## config.mk

```make
export PLATFORM = sky130hd
export DESIGN_NAME = text_vram_writer_flat
export DESIGN_NICKNAME = d
export VERILOG_FILES = /design/src/rtl/text_vram_writer_pkg.sv /design/src/rtl/text_vram_writer_if.sv /design/src/rtl/text_vram_writer.sv /design/src/flat_wrapper.sv
export SDC_FILE = /design/constraint.sdc
export NUM_CORES = 1
export LEC_CHECK = 0
export BUFFER_PORTS_ARGS = -buffer_cell sky130_fd_sc_hd__buf_2
export CORE_UTILIZATION = 60
export DETAILED_ROUTE_END_ITERATION = 7
export GPL_TIMING_DRIVEN = 0
export PLACE_DENSITY = 0.83
export SLEW_MARGIN = 20
export SYNTH_ARGS = -nofsm -noshare
export SYNTH_HDL_FRONTEND = slang
export SYNTH_SLANG_ARGS = --single-unit
```

## constraint.sdc

```tcl
create_clock -name in_clock -period 7.45 [get_ports in_clock]
set_clock_uncertainty 0.15 [all_clocks]
set_input_delay 0.745 -clock in_clock [delete_from_list [all_inputs] [get_ports in_clock]]
set_output_delay 0.745 -clock in_clock [all_outputs]
set_load 0.05 [all_outputs]
```

## src/rtl/text_vram_writer_pkg.sv

```systemverilog
// ============================================================================
// text_pkg : shared constants, state encoding and word packing for the text VRAM
// Revision : 1.0  initial release
// ============================================================================
`default_nettype none

package text_pkg;
  localparam int COLS        = 80;
  localparam int ROWS        = 30;
  localparam int COL_BITS    = 7;
  localparam int ROW_BITS    = 5;
  localparam int ADDR_BITS   = 13;
  localparam int VRAM_WORDS  = 8192;
  localparam int CLEAR_WORDS = 1 << (ROW_BITS + COL_BITS);

  localparam logic [7:0] BLANK_CHAR = 8'h20;
  localparam logic [7:0] CHAR_CR    = 8'h0D;
  localparam logic [7:0] CHAR_LF    = 8'h0A;
  localparam logic [7:0] CHAR_BS    = 8'h08;

  typedef enum logic [1:0] {
    CLEAR_ALL = 2'd0,
    IDLE      = 2'd1,
    CLEAR_ROW = 2'd2
  } state_t;

  function automatic logic [15:0] pack_word(input logic [7:0] attr, input logic [7:0] ch);
    return {attr, ch};
  endfunction

  // Row stride is 128 words; bit 12 stays zero for the text plane.
  function automatic logic [ADDR_BITS-1:0] vram_addr(input logic [ROW_BITS-1:0] row,
                                                     input logic [COL_BITS-1:0] col);
    return {1'b0, row, col};
  endfunction
endpackage

`default_nettype wire

```

## src/rtl/text_vram_writer_if.sv

```systemverilog
// ============================================================================
// text_char_if / text_vmem_if : character stream handshake and VRAM write port
// Revision : 1.0  initial release
// ============================================================================
`default_nettype none

interface text_char_if;
  logic       in_char_valid;
  logic [7:0] in_char_data;
  logic [7:0] in_attr;
  logic       out_char_ready;

  modport master (output in_char_valid, in_char_data, in_attr, input out_char_ready);
  modport slave  (input in_char_valid, in_char_data, in_attr, output out_char_ready);
endinterface

interface text_vmem_if;
  import text_pkg::*;
  logic                 out_vmem_we;
  logic [ADDR_BITS-1:0] out_vmem_address;
  logic [15:0]          out_vmem_data;

  modport master (output out_vmem_we, out_vmem_address, out_vmem_data);
  modport slave  (input out_vmem_we, out_vmem_address, out_vmem_data);
endinterface

`default_nettype wire

```

## src/rtl/text_vram_writer.sv

```systemverilog
// ============================================================================
// text_vram_writer : ASCII stream to text VRAM with cursor, wrap and ring scroll
// Revision : 1.0  initial release
// ============================================================================
`default_nettype none

module text_vram_writer
  import text_pkg::*;
#(
  parameter logic [7:0] DEFAULT_ATTR = 8'h0F
) (
  input  wire logic                in_clock,
  input  wire logic                in_reset,
  text_char_if.slave               char_port,
  text_vmem_if.master              vmem_port,
  output logic [ROW_BITS-1:0]      out_top_row,
  output logic [COL_BITS-1:0]      out_cursor_col,
  output logic [ROW_BITS-1:0]      out_cursor_row,
  output logic                     out_busy
);

  localparam logic [15:0] C_BLANK = {DEFAULT_ATTR, BLANK_CHAR};

  state_t                           r_state, w_state;
  logic [ROW_BITS+COL_BITS-1:0]     r_cnt, w_cnt;
  logic [ROW_BITS-1:0]              r_clr_row, w_clr_row;
  logic [COL_BITS-1:0]              r_col, w_col;
  logic [ROW_BITS-1:0]              r_row, w_row;
  logic [ROW_BITS-1:0]              r_top, w_top;
  logic                             r_ready, w_ready;
  logic                             r_busy, w_busy;
  logic                             r_we, w_we;
  logic [ADDR_BITS-1:0]             r_addr, w_addr;
  logic [15:0]                      r_data, w_data;
  logic [ROW_BITS-1:0]              w_phys;
  logic                             w_accept;
  logic                             w_newline;
  logic [7:0]                       w_ch;

  always_ff @(posedge in_clock) begin
    if (in_reset) begin
      r_state   <= CLEAR_ALL;
      r_cnt     <= '0;
      r_clr_row <= '0;
      r_col     <= '0;
      r_row     <= '0;
      r_top     <= '0;
      r_ready   <= 1'b0;
      r_busy    <= 1'b1;
      r_we      <= 1'b0;
      r_addr    <= '0;
      r_data    <= '0;
    end else begin
      r_state   <= w_state;
      r_cnt     <= w_cnt;
      r_clr_row <= w_clr_row;
      r_col     <= w_col;
      r_row     <= w_row;
      r_top     <= w_top;
      r_ready   <= w_ready;
      r_busy    <= w_busy;
      r_we      <= w_we;
      r_addr    <= w_addr;
      r_data    <= w_data;
    end
  end

  always_comb begin
    w_state   = r_state;
    w_cnt     = r_cnt;
    w_clr_row = r_clr_row;
    w_col     = r_col;
    w_row     = r_row;
    w_top     = r_top;
    w_ready   = r_ready;
    w_busy    = r_busy;
    w_we      = 1'b0;
    w_addr    = r_addr;
    w_data    = r_data;
    w_newline = 1'b0;
    w_ch      = char_port.in_char_data;
    w_phys    = r_top + r_row;
    w_accept  = char_port.in_char_valid && r_ready;

    case (r_state)
      CLEAR_ALL: begin
        w_we   = 1'b1;
        w_addr = vram_addr(r_cnt[ROW_BITS+COL_BITS-1:COL_BITS], r_cnt[COL_BITS-1:0]);
        w_data = C_BLANK;
        w_cnt  = r_cnt + 1'b1;
        if (r_cnt == (ROW_BITS+COL_BITS)'(CLEAR_WORDS - 1)) begin
          w_state = IDLE;
          w_ready = 1'b1;
          w_busy  = 1'b0;
        end
      end

      IDLE: begin
        if (w_accept) begin
          if (w_ch >= 8'h20 && w_ch <= 8'h7E) begin
            // Written at the pre-scroll position even when this wraps the screen.
            w_we   = 1'b1;
            w_addr = vram_addr(w_phys, r_col);
            w_data = pack_word(char_port.in_attr, w_ch);
            if (r_col == COL_BITS'(COLS - 1)) begin
              w_col     = '0;
              w_newline = 1'b1;
            end else begin
              w_col = r_col + 1'b1;
            end
          end else if (w_ch == CHAR_CR) begin
            w_col = '0;
          end else if (w_ch == CHAR_LF) begin
            w_col     = '0;
            w_newline = 1'b1;
          end else if (w_ch == CHAR_BS) begin
            if (r_col != '0) begin
              w_col  = r_col - 1'b1;
              w_we   = 1'b1;
              w_addr = vram_addr(w_phys, r_col - 1'b1);
              w_data = C_BLANK;
            end
          end

          if (w_newline) begin
            if (r_row != ROW_BITS'(ROWS - 1)) begin
              w_row = r_row + 1'b1;
            end else begin
              // Bottom row: advance the ring; the new bottom is old top + ROWS.
              w_top     = r_top + 1'b1;
              w_clr_row = r_top + ROW_BITS'(ROWS);
              w_cnt     = '0;
              w_state   = CLEAR_ROW;
              w_ready   = 1'b0;
              w_busy    = 1'b1;
            end
          end
        end
      end

      CLEAR_ROW: begin
        w_we   = 1'b1;
        w_addr = vram_addr(r_clr_row, r_cnt[COL_BITS-1:0]);
        w_data = C_BLANK;
        w_cnt  = r_cnt + 1'b1;
        if (r_cnt == (ROW_BITS+COL_BITS)'(COLS - 1)) begin
          w_state = IDLE;
          w_ready = 1'b1;
          w_busy  = 1'b0;
        end
      end

      default: begin
        w_state = CLEAR_ALL;
        w_cnt   = '0;
      end
    endcase
  end

  assign char_port.out_char_ready = r_ready;
  assign vmem_port.out_vmem_we      = r_we;
  assign vmem_port.out_vmem_address = r_addr;
  assign vmem_port.out_vmem_data    = r_data;
  assign out_top_row    = r_top;
  assign out_cursor_col = r_col;
  assign out_cursor_row = r_row;
  assign out_busy       = r_busy;

endmodule

`default_nettype wire

```

## src/flat_wrapper.sv

```systemverilog
// flat-port wrapper written by rule: the top's interface ports become plain ports
module text_vram_writer_flat import text_pkg::*;
#(
  parameter logic [7:0] DEFAULT_ATTR = 8'h0F
)
  (in_clock, in_reset, out_top_row, out_cursor_col, out_cursor_row, out_busy, char_port_in_char_valid, char_port_in_char_data, char_port_in_attr, char_port_out_char_ready, vmem_port_out_vmem_we, vmem_port_out_vmem_address, vmem_port_out_vmem_data);
  text_char_if char_port_i ();
  text_vmem_if vmem_port_i ();
  input  wire logic in_clock;
  input  wire logic in_reset;
  output logic [ROW_BITS-1:0] out_top_row;
  output logic [COL_BITS-1:0] out_cursor_col;
  output logic [ROW_BITS-1:0] out_cursor_row;
  output logic out_busy;
  input wire logic [$bits(char_port_i.in_char_valid)-1:0] char_port_in_char_valid;
  input wire logic [$bits(char_port_i.in_char_data)-1:0] char_port_in_char_data;
  input wire logic [$bits(char_port_i.in_attr)-1:0] char_port_in_attr;
  output wire logic [$bits(char_port_i.out_char_ready)-1:0] char_port_out_char_ready;
  output wire logic [$bits(vmem_port_i.out_vmem_we)-1:0] vmem_port_out_vmem_we;
  output wire logic [$bits(vmem_port_i.out_vmem_address)-1:0] vmem_port_out_vmem_address;
  output wire logic [$bits(vmem_port_i.out_vmem_data)-1:0] vmem_port_out_vmem_data;
  assign char_port_i.in_char_valid = char_port_in_char_valid;
  assign char_port_i.in_char_data = char_port_in_char_data;
  assign char_port_i.in_attr = char_port_in_attr;
  assign char_port_out_char_ready = char_port_i.out_char_ready;
  assign vmem_port_out_vmem_we = vmem_port_i.out_vmem_we;
  assign vmem_port_out_vmem_address = vmem_port_i.out_vmem_address;
  assign vmem_port_out_vmem_data = vmem_port_i.out_vmem_data;
  text_vram_writer #(.DEFAULT_ATTR(DEFAULT_ATTR)) u_core (.in_clock(in_clock), .in_reset(in_reset), .char_port(char_port_i), .vmem_port(vmem_port_i), .out_top_row(out_top_row), .out_cursor_col(out_cursor_col), .out_cursor_row(out_cursor_row), .out_busy(out_busy));
endmodule
```

== Word level (Yosys, flattened, before mapping) ==
Index checks and enable logic that the tools add are counted.

* Add/sub/neg operators: 7
* Magnitude comparators: 2
* Eq/ne operators: 18
* Mux-type cells: 55
* Bitwise gates (word level): 1
* Reductions and logical operators: 17

{| class="wikitable"
|+ Operators by type and width
! operator !! count
|-
| $mux W16 || 6
|-
| $mux W13 || 6
|-
| $mux W7 || 6
|-
| $pmux W13 S3 || 1
|-
| $mux W12 || 3
|-
| $pmux W16 S2 || 1
|-
| $eq A8 B4 Y1 const B || 3
|-
| $pmux W12 S2 || 1
|-
| $mux W1 || 22
|-
| $reduce_and A6 Y1 || 3
|-
| $add A12 B1 Y12 const B || 1
|-
| $eq A12 B12 Y1 const B || 1
|-
| $eq A12 B7 Y1 const B || 1
|-
| $reduce_and A4 Y1 || 3
|-
| $add A5 B1 Y5 const B || 2
|-
| $mux W2 || 5
|-
| $ge A8 B6 Y1 const B || 1
|-
| $le A8 B7 Y1 const B || 1
|-
| $ne A2 B1 Y1 const B || 4
|-
| $reduce_bool A4 Y1 || 2
|-
| $add A7 B1 Y7 const B || 1
|-
| $eq A7 B7 Y1 const B || 1
|-
| $reduce_bool A7 Y1 || 1
|-
| $sub A7 B1 Y7 const B || 1
|-
| 19 further kinds || 23
|}

* Flip-flop bits (word level): 68
* Bits of input ports: 19
* Output and inout port bits: 49

== Longest topological paths before layout ==
Gate-level depths: netlist of run 1.

* Depth in word-level cells: 9
* Mapped depth: 9

== Worst setup path after synthesis of run 1 ==
No wires, ideal clock.

* Path type: flip-flop to flip-flop
* Start point: register u_core.r_row[0] (netlist: u_core.out_cursor_row[0])
* End point: register u_core.r_state[0]
* Setup time: 0.070 ns
* Data arrival time: 2.701 ns
* Setup slack: 4.529 ns
* Stages on the path, launching flop included: 8
* Path buffers: 1
* Period minus slack after synthesis: 2.921 ns
* Path through: dfxtp_1 -> ha_1 -> nand4_1 -> or4_4 -> o221a_4 -> buf_6 -> or4_1 -> a21oi_1

* Cells in the longest elaborated chain, start to end: 3

{| class="wikitable"
|+ Ends and longest elaborated chain
! what !! line !! source
|-
| from (decl) || text_vram_writer.sv:28 || <nowiki>logic [ROW_BITS-1:0] r_row, w_row;</nowiki>
|-
| from (signal assigned) || text_vram_writer.sv:58 || <nowiki>r_row <= w_row;</nowiki>
|-
| $ne A5 B5 Y1 || text_vram_writer.sv:126 || <nowiki>if (r_row != ROW_BITS'(ROWS - 1)) begin</nowiki>
|-
| $ne A2 B2 Y1 (no line) || n/a ||
|-
| $reduce_and A5 Y1 (no line) || n/a ||
|-
| to (signal assigned) || text_vram_writer.sv:54 || <nowiki>r_state <= w_state;</nowiki>
|-
| to (decl) || text_vram_writer.sv:24 || <nowiki>state_t r_state, w_state;</nowiki>
|}

No other way between the ends.
A chain may end at the register's enable or synchronous reset.

== Worst setup path in the final report of run 1 ==
* Start point: register u_core.r_col[0] (netlist: u_core.out_cursor_col[0])
* End point: register u_core.r_row[3] (netlist: u_core.out_cursor_row[3])

* Cells in the longest elaborated chain, start to end: 6

{| class="wikitable"
|+ Ends and longest elaborated chain
! what !! line !! source
|-
| from (decl) || text_vram_writer.sv:27 || <nowiki>logic [COL_BITS-1:0] r_col, w_col;</nowiki>
|-
| from (signal assigned) || text_vram_writer.sv:57 || <nowiki>r_col <= w_col;</nowiki>
|-
| $eq A7 B7 Y1 || text_vram_writer.sv:105 || <nowiki>if (r_col == COL_BITS'(COLS - 1)) begin</nowiki>
|-
| $mux W1 || text_vram_writer.sv:105 ||
|-
| $mux W1 || text_vram_writer.sv:100 || <nowiki>if (w_ch >= 8'h20 && w_ch <= 8'h7E) begin</nowiki>
|-
| $mux W1 || text_vram_writer.sv:99 || <nowiki>if (w_accept) begin</nowiki>
|-
| $mux W1 || text_vram_writer.sv:85 || <nowiki>case (r_state)</nowiki>
|-
| $reduce_and A4 Y1 (no line) || n/a ||
|}

No other way between the ends. The select of a mux whose other input is x is not followed.

==> results by group, run 1 <==
Run status
  • Status: complete, no violations

Critical path
  • Crit-path cells: ha_1 > nand3_1 > a2111oi_1 > o211ai_1 > or3_1 > a21oi_1
  • Critical path endpoint category: register
  • Reg2Reg Depth: 6
  • Crit path kind: reg -> reg
  • WP data required: 7590 ps
  • Startpoint Class: register
  • Crit path largest cell delay: 910 ps
  • Worst r2r dst: u_core.out_cursor_row[3]$_SDFFE_PP0P_
  • R2r startpoint: u_core.out_cursor_col[0]$_SDFFE_PP0P_
  • Worst-path fanout max: 9
  • R2r setup slk: 4380 ps
  • Slowest cell on crit path: a2111oi_1
  • WP data arrival: 3210 ps

Floorplan
  • Die Area: 0.00693 sq mm
  • Initial Util: 0.624
  • Rows: 29
  • DIE HEIGHT: 83.3 microns
  • IO Pins: 68
  • Die Width: 83.3 microns
  • Core Area: 0.00635 sq mm

Placed design
  • DP Wirelength: 8.29 mm
  • Placement Setup Slack: 4250 ps
  • Placer congestion estimate: 1.00
  • PortBufs: 65

Route
  • DRT iter0 DRCs: 484
  • Post-DR vias/cell: 6.60
  • Routed len/inst: 18.1 microns
  • DRC viols: 0
  • DRT Pass-1 Iters: 6
  • Vias after detailed routing: 4268
  • Final wirelength: 11.7 mm
  • Remaining antenna violation count after routing: 0

Clock network
  • Clock slew at reported path FFs: 80 ps
  • Root buffer cell: clkbuf_8
  • Maximum clock path buffer count: 2
  • Number of clock sinks: 67
  • Post-CTS Hold Buffers: 0
  • PostCTS Resize Cnt: 0
  • CTS buffer count: 9
  • CTS tree: yes
  • Clock Latency Late Sink: 360 ps
  • H-tree depth: 3
  • Post-CTS Setup Bufs: 0

GRT
  • Initial antenna violation count: 0
  • First-pass GRT wire length: 19.3 mm
  • Vias in the first global route: 3923
  • GR Util All Layers: 0.349
  • Largest net degree at the start of global routing: 15
  • Gr ovfl total: 0

Final layout
  • Ant. Diodes: 0
  • P&R area growth vs syn: 15.9%
  • Layout cells sized above 1: 0.179
  • Nets: 602

Power
  • Peak VDD IR: 0.169 mV
  • Total power: 0.839 mW
  • Power per cell area: 183 mW/mm^2
  • Leakage: 1.76 nW

Logic synthesis
  • FF+latch count, synth: 67
  • Syn avg cell area: 8.10 sq um
  • Syn nets: 526
  • EDFF count, synth: 0
  • Area leader, netlist: dfxtp_1
  • Synth Flop Type: dfxtp_1
  • Synthesis Warnings: 0
  • Top post-synthesis cells by count: dfxtp_1, a21oi_1, nor2_1
  • Synth async-reset ratio: 0
  • Mapped Cells: 489
  • Most common cell in the netlist: dfxtp_1
  • Seq/Total Area, Yosys: 0.338
  • Top cells by area, synth: dfxtp_1, a21oi_1, ha_1
  • Synth top area share: 0.338
  • Synthesized cell area: 0.00396 sq mm
  • Yosys cell types: 61

STA
  • Final worst setup slack: 4380 ps
  • Slew at the pin closest to its max-slew limit: 994 ps
  • Tcrit/Tclk final: 0.412
  • Slew headroom: 0.336
  • Setup TNS Final: 0 ps
  • Final hold violation count: 0
  • Fmax achieved: 0.326 GHz
  • Worst hold margin: 314 ps
  • Period minus WS final: 3070 ps
  • Pins over their slew limit: 0
  • Final setup violation count: 0
  • Unrepaired setup endpoints after global routing: false

Worst hold path
  • Hold path startpoint: u_core.vmem_port.out_vmem_data[0]$_SDFFE_PP0P_
  • Hold Crit Endpoint: u_core.vmem_port.out_vmem_data[0]$_SDFFE_PP0P_
  • Hold crit path type: reg -> reg
  • Hold depth: 2

Run
  • Max-Cap Viols: 0
## cells in the final DEF (no fill, tap or decap), types with 8 or more instances in the layout
master and n:
nand3_1 32, or4_1 8, buf_2 70, o21ai_0 28, nand4_1 8, clkbuf_1 26, dfxtp_1 67, ha_1 17
clkbuf_8 9, nand2_1 31, o211ai_1 15, inv_1 13, nor2_1 35, a21oi_1 54, o31ai_1 8, nor3_1 17
## cell families after synthesis
logic type | count (synthesis) | synth area share
simple gates | 177 | 0.237
xor+xnor | 11 | 0.0243
buf+inv | 48 | 0.0518
mux | 8 | 0.0208
compound gates | 159 | 0.268
flops | 67 | 0.338
fa+ha+maj | 18 | 0.0587
other cells | 1 | 0.000946
## final cells by class
| type | count | area, sq um |
|---|---|---|
| multi-input combinational | 374 | 2420 |
| clock inverter | 7 | 83.8 |
| fill | 501 | 1760 |
| tap | 77 | 96.3 |
| clock buffer | 9 | 124 |
| sequential | 67 | 1340 |
| inverter | 13 | 48.8 |
| buffer | 35 | 156 |
| timing repair buffer | 65 | 325 |
## worst max path at each step
| stage | startpoint | cells after the start | end | slack [ps] |
|---|---|---|---|---|
| after global routing | u_core.out_cursor_col[0]$_SDFFE_PP0P_ | 6 | u_core.out_cursor_row[3]$_SDFFE_PP0P_ | 4260 |
| after floorplan | u_core.out_cursor_row[0]$_SDFFE_PP0P_ | 7 | u_core.r_state[0]$_SDFFE_PP0P_ | 4530 |
| final | u_core.out_cursor_col[0]$_SDFFE_PP0P_ | 6 | u_core.out_cursor_row[3]$_SDFFE_PP0P_ | 4380 |
| after global placement | char_port_in_char_data[2] | 8 | u_core.vmem_port.out_vmem_data[1]$_SDFFE_PP0P_ | 4310 |
| after detailed placement | char_port_in_char_data[1] | 6 | u_core.out_cursor_row[3]$_SDFFE_PP0P_ | 4250 |
| after CTS | u_core.out_cursor_col[0]$_SDFFE_PP0P_ | 6 | u_core.out_cursor_row[3]$_SDFFE_PP0P_ | 4210 |
## per-layer routing
metal	global-route usage	part of all wire
met5	0	0
met4	0.122	0.017
met3	0.0626	0.097
met2	0.557	0.46
met1	0.474	0.43
## per-stage QoR
step	std cells	utilization	instance area (sq um)
finish	647	0.723	4590
global route	647	0.723	4590
CTS	647	0.723	4590
detailed placement	631	0.690	4380
global placement	631	0.690	4380
floorplan	489	-	3960
## flip-flops by register name, summed over array words and instances, names as in the netlist
signal and count:
u_core.char_port.out_char_ready 1, u_core.out_cursor_col 7, u_core.r_clr_row 5, u_core.vmem_port.out_vmem_we 1
u_core.out_busy 1, u_core.out_cursor_row 5, u_core.vmem_port.out_vmem_address 12, u_core.vmem_port.out_vmem_data 16
u_core.r_state 2, u_core.r_cnt 12, u_core.out_top_row 5
## report_power, final
group / internal, mW / total, mW / switching (mW)
logic: 0.0364 / 0.134 / 0.0975
clock network: 0.160 / 0.325 / 0.165
registers: 0.371 / 0.380 / 0.00942
## worst max-delay path, delay by kind of cell (launching register included)
kind            cells  cell delay (ps)
fa+ha+maj           1              300
compound gates      3             1370
simple gates        2              650
flops               1              510
No activity file was read; power rests on OpenSTA's default activity.
==> run 2: changes to the inputs <==
--- a/config.mk
+++ b/config.mk
@@ -6,10 +6,10 @@
 export NUM_CORES = 1
 export LEC_CHECK = 0
 export BUFFER_PORTS_ARGS = -buffer_cell sky130_fd_sc_hd__buf_2
-export CORE_UTILIZATION = 60
+export CORE_UTILIZATION = 51
 export DETAILED_ROUTE_END_ITERATION = 7
 export GPL_TIMING_DRIVEN = 0
-export PLACE_DENSITY = 0.83
+export PLACE_DENSITY = 0.74
 export SLEW_MARGIN = 20
 export SYNTH_ARGS = -nofsm -noshare
 export SYNTH_HDL_FRONTEND = slang
==> constraint.sdc (replaced) <==
create_clock -name in_clock -period 2.5 [get_ports in_clock]
set_clock_uncertainty 0.15 [all_clocks]
set_input_delay 0.25 -clock in_clock [delete_from_list [all_inputs] [get_ports in_clock]]
set_output_delay 0.25 -clock in_clock [all_outputs]
set_load 0.05 [all_outputs]
==> run 2 against run 1 <==
Compared with the run above: combinational power increased to 3.1 times the previous value; utilization is 6.4 points lower; clock-buffer cell count unchanged; fmax rose by 25%; largest cell class unchanged; highest routed layer unchanged.
==> results by group, run 2 (same netlist as run 1, synthesis figures left out) <==
Run status
  • Status: complete, no violations

STA
  • Pins over their slew limit: 0
  • Final setup violation count: 0
  • Final hold violation count: 0
  • Tcrit/Tclk final: 0.982
  • Slew headroom: 0.513
  • Slew at the pin closest to its max-slew limit: 730 ps
  • Fmax achieved: 0.407 GHz
  • Unrepaired setup endpoints after global routing: true
  • Period minus WS final: 2450 ps

Power
  • Leakage: 1.85 nW
  • Peak VDD IR: 0.378 mV
  • Power per cell area: 515 mW/mm^2

Route
  • Vias after detailed routing: 4349
  • DRC viols: 0
  • Post-DR vias/cell: 6.41
  • Final wirelength: 12.2 mm
  • DRT Pass-1 Iters: 6
  • DRT iter0 DRCs: 414
  • Remaining antenna violation count after routing: 0
  • Routed len/inst: 18.0 microns

Final layout
  • Ant. Diodes: 0
  • Nets: 612
  • P&R area growth vs syn: 22.6%
  • Core Util, Final: 0.659
  • Most frequent cells in the layout: buf_2, dfxtp_1, a21oi_1
  • Fillcell total: 668
  • Most common cell after layout, fill and taps aside: buf_2
  • Max FFs per register: 16
  • Layout cells sized above 1: 0.245
  • Post-Layout Inst Area: 0.00486 sq mm
  • Non-Filler Instances: 679

Clock network
  • CTS tree: yes
  • Number of clock sinks: 67
  • Root buffer cell: clkbuf_8
  • Clock slew at reported path FFs: 80 ps
  • Clock Latency Late Sink: 350 ps
  • Maximum clock path buffer count: 2
  • CTS buffer count: 9
  • H-tree depth: 3
  • Post-CTS Hold Buffers: 0

Floorplan
  • Rows: 31
  • Initial Util: 0.538
  • Die Width: 90.1 microns
  • Core Area: 0.00737 sq mm
  • Die Area: 0.00813 sq mm
  • IO Pins: 68
  • DIE HEIGHT: 90.1 microns

Placed design
  • PortBufs: 65
  • Area after DPL: 0.00444 sq mm
  • DP Wirelength: 8.55 mm
  • DP Cell Count: 653
  • Placer congestion estimate: 0.918

Critical path
  • Startpoint Class: register
  • Crit path largest cell delay: 580 ps
  • Slowest cell on crit path: or4_4
  • Crit-path cells: or3b_4 > or4_4 > o221a_2 > or4_1 > a21oi_1
  • Worst-path fanout max: 11
  • WP data arrival: 2590 ps
  • WP data required: 2630 ps
  • Critical path endpoint category: register
  • Crit path kind: reg -> reg

GRT
  • Initial antenna violation count: 0
  • First-pass GRT wire length: 19.1 mm
  • Largest net degree at the start of global routing: 15
  • Gr ovfl total: 0
  • Vias in the first global route: 3822
  • GR Util All Layers: 0.294

Worst hold path
  • Hold crit path type: in -> reg

Run
  • Max-Cap Viols: 0
-- run 2: path summary, 6_finish.rpt --
path / from / slack, ps / cells past startpoint / endpoint
setup reg to reg: u_core.out_cursor_col[4]$_SDFFE_PP0P_ / 50 / 5 / u_core.r_cnt[4]$_SDFFE_PP0P_
hold reg to reg: u_core.vmem_port.out_vmem_data[9]$_SDFFE_PP0P_ / 310 / 2 / u_core.vmem_port.out_vmem_data[9]$_SDFFE_PP0P_
hold / removal: char_port_in_attr[4] / 20 / 3 / u_core.vmem_port.out_vmem_data[12]$_SDFFE_PP0P_
setup / recovery: u_core.out_cursor_col[4]$_SDFFE_PP0P_ / 50 / 5 / u_core.r_cnt[4]$_SDFFE_PP0P_
-- run 2: area by class of cell --
type / count / area, sq um / share of cell area
buffer: 33 / 145 / 0.0299
clock buffer: 9 / 124 / 0.0255
clock inverter: 7 / 81.3 / 0.0167
inverter: 13 / 48.8 / 0.0100
multi-input combinational: 375 / 2540 / 0.524
sequential: 67 / 1370 / 0.282
tap: 99 / 124 / 0.0255
timing repair buffer: 76 / 420 / 0.0866
-- run 2: what timing repair did --
action                                  4_1_cts  5_1_grt
gates cloned                                  0        1
pin swaps                                     6        5
buffers inserted                              5        6
resized for setup                            11       22
endpoints found under the setup margin       56       45
-- run 2: critical path: cells and delay by family, from the launching register on --
kind / cells / cell delay [ps]
AO/OA/AOI/OAI: 2 / 430
flip-flops: 1 / 400
AND/OR/NAND/NOR: 3 / 1400
-- run 2: power by group --
part | switching [mW] | internal, mW | total (mW)
Combinational | 0.300 | 0.113 | 0.413
Clock | 0.485 | 0.479 | 0.963
Sequential | 0.0294 | 1.10 | 1.13
Total | 0.814 | 1.69 | 2.50
-- run 2: metal layers --
layer / up-vias / track usage / wire (microns)
met4: 0 / 0.0927 / 275
met3: 31 / 0.0643 / 1030
li1: 2021 / - / -
met1: 2067 / 0.400 / 5360
met5: - / 0 / 0
met2: 230 / 0.464 / 5560
-- run 2: metrics by stage --
step / worst slack (ps) / power (mW) / TNS [ps] / hold slack, ps
global placement: -424 / 1.54 / -6650 / 298
finish: 45.9 / 2.50 / 0 / 23.0
CTS: 15.3 / 2.49 / 0 / 21.3
floorplan: -59.1 / 1.43 / -59.1 / 273
global route: -19.2 / 2.58 / -21.7 / 26.6
detailed placement: -483 / 1.54 / -7700 / 304
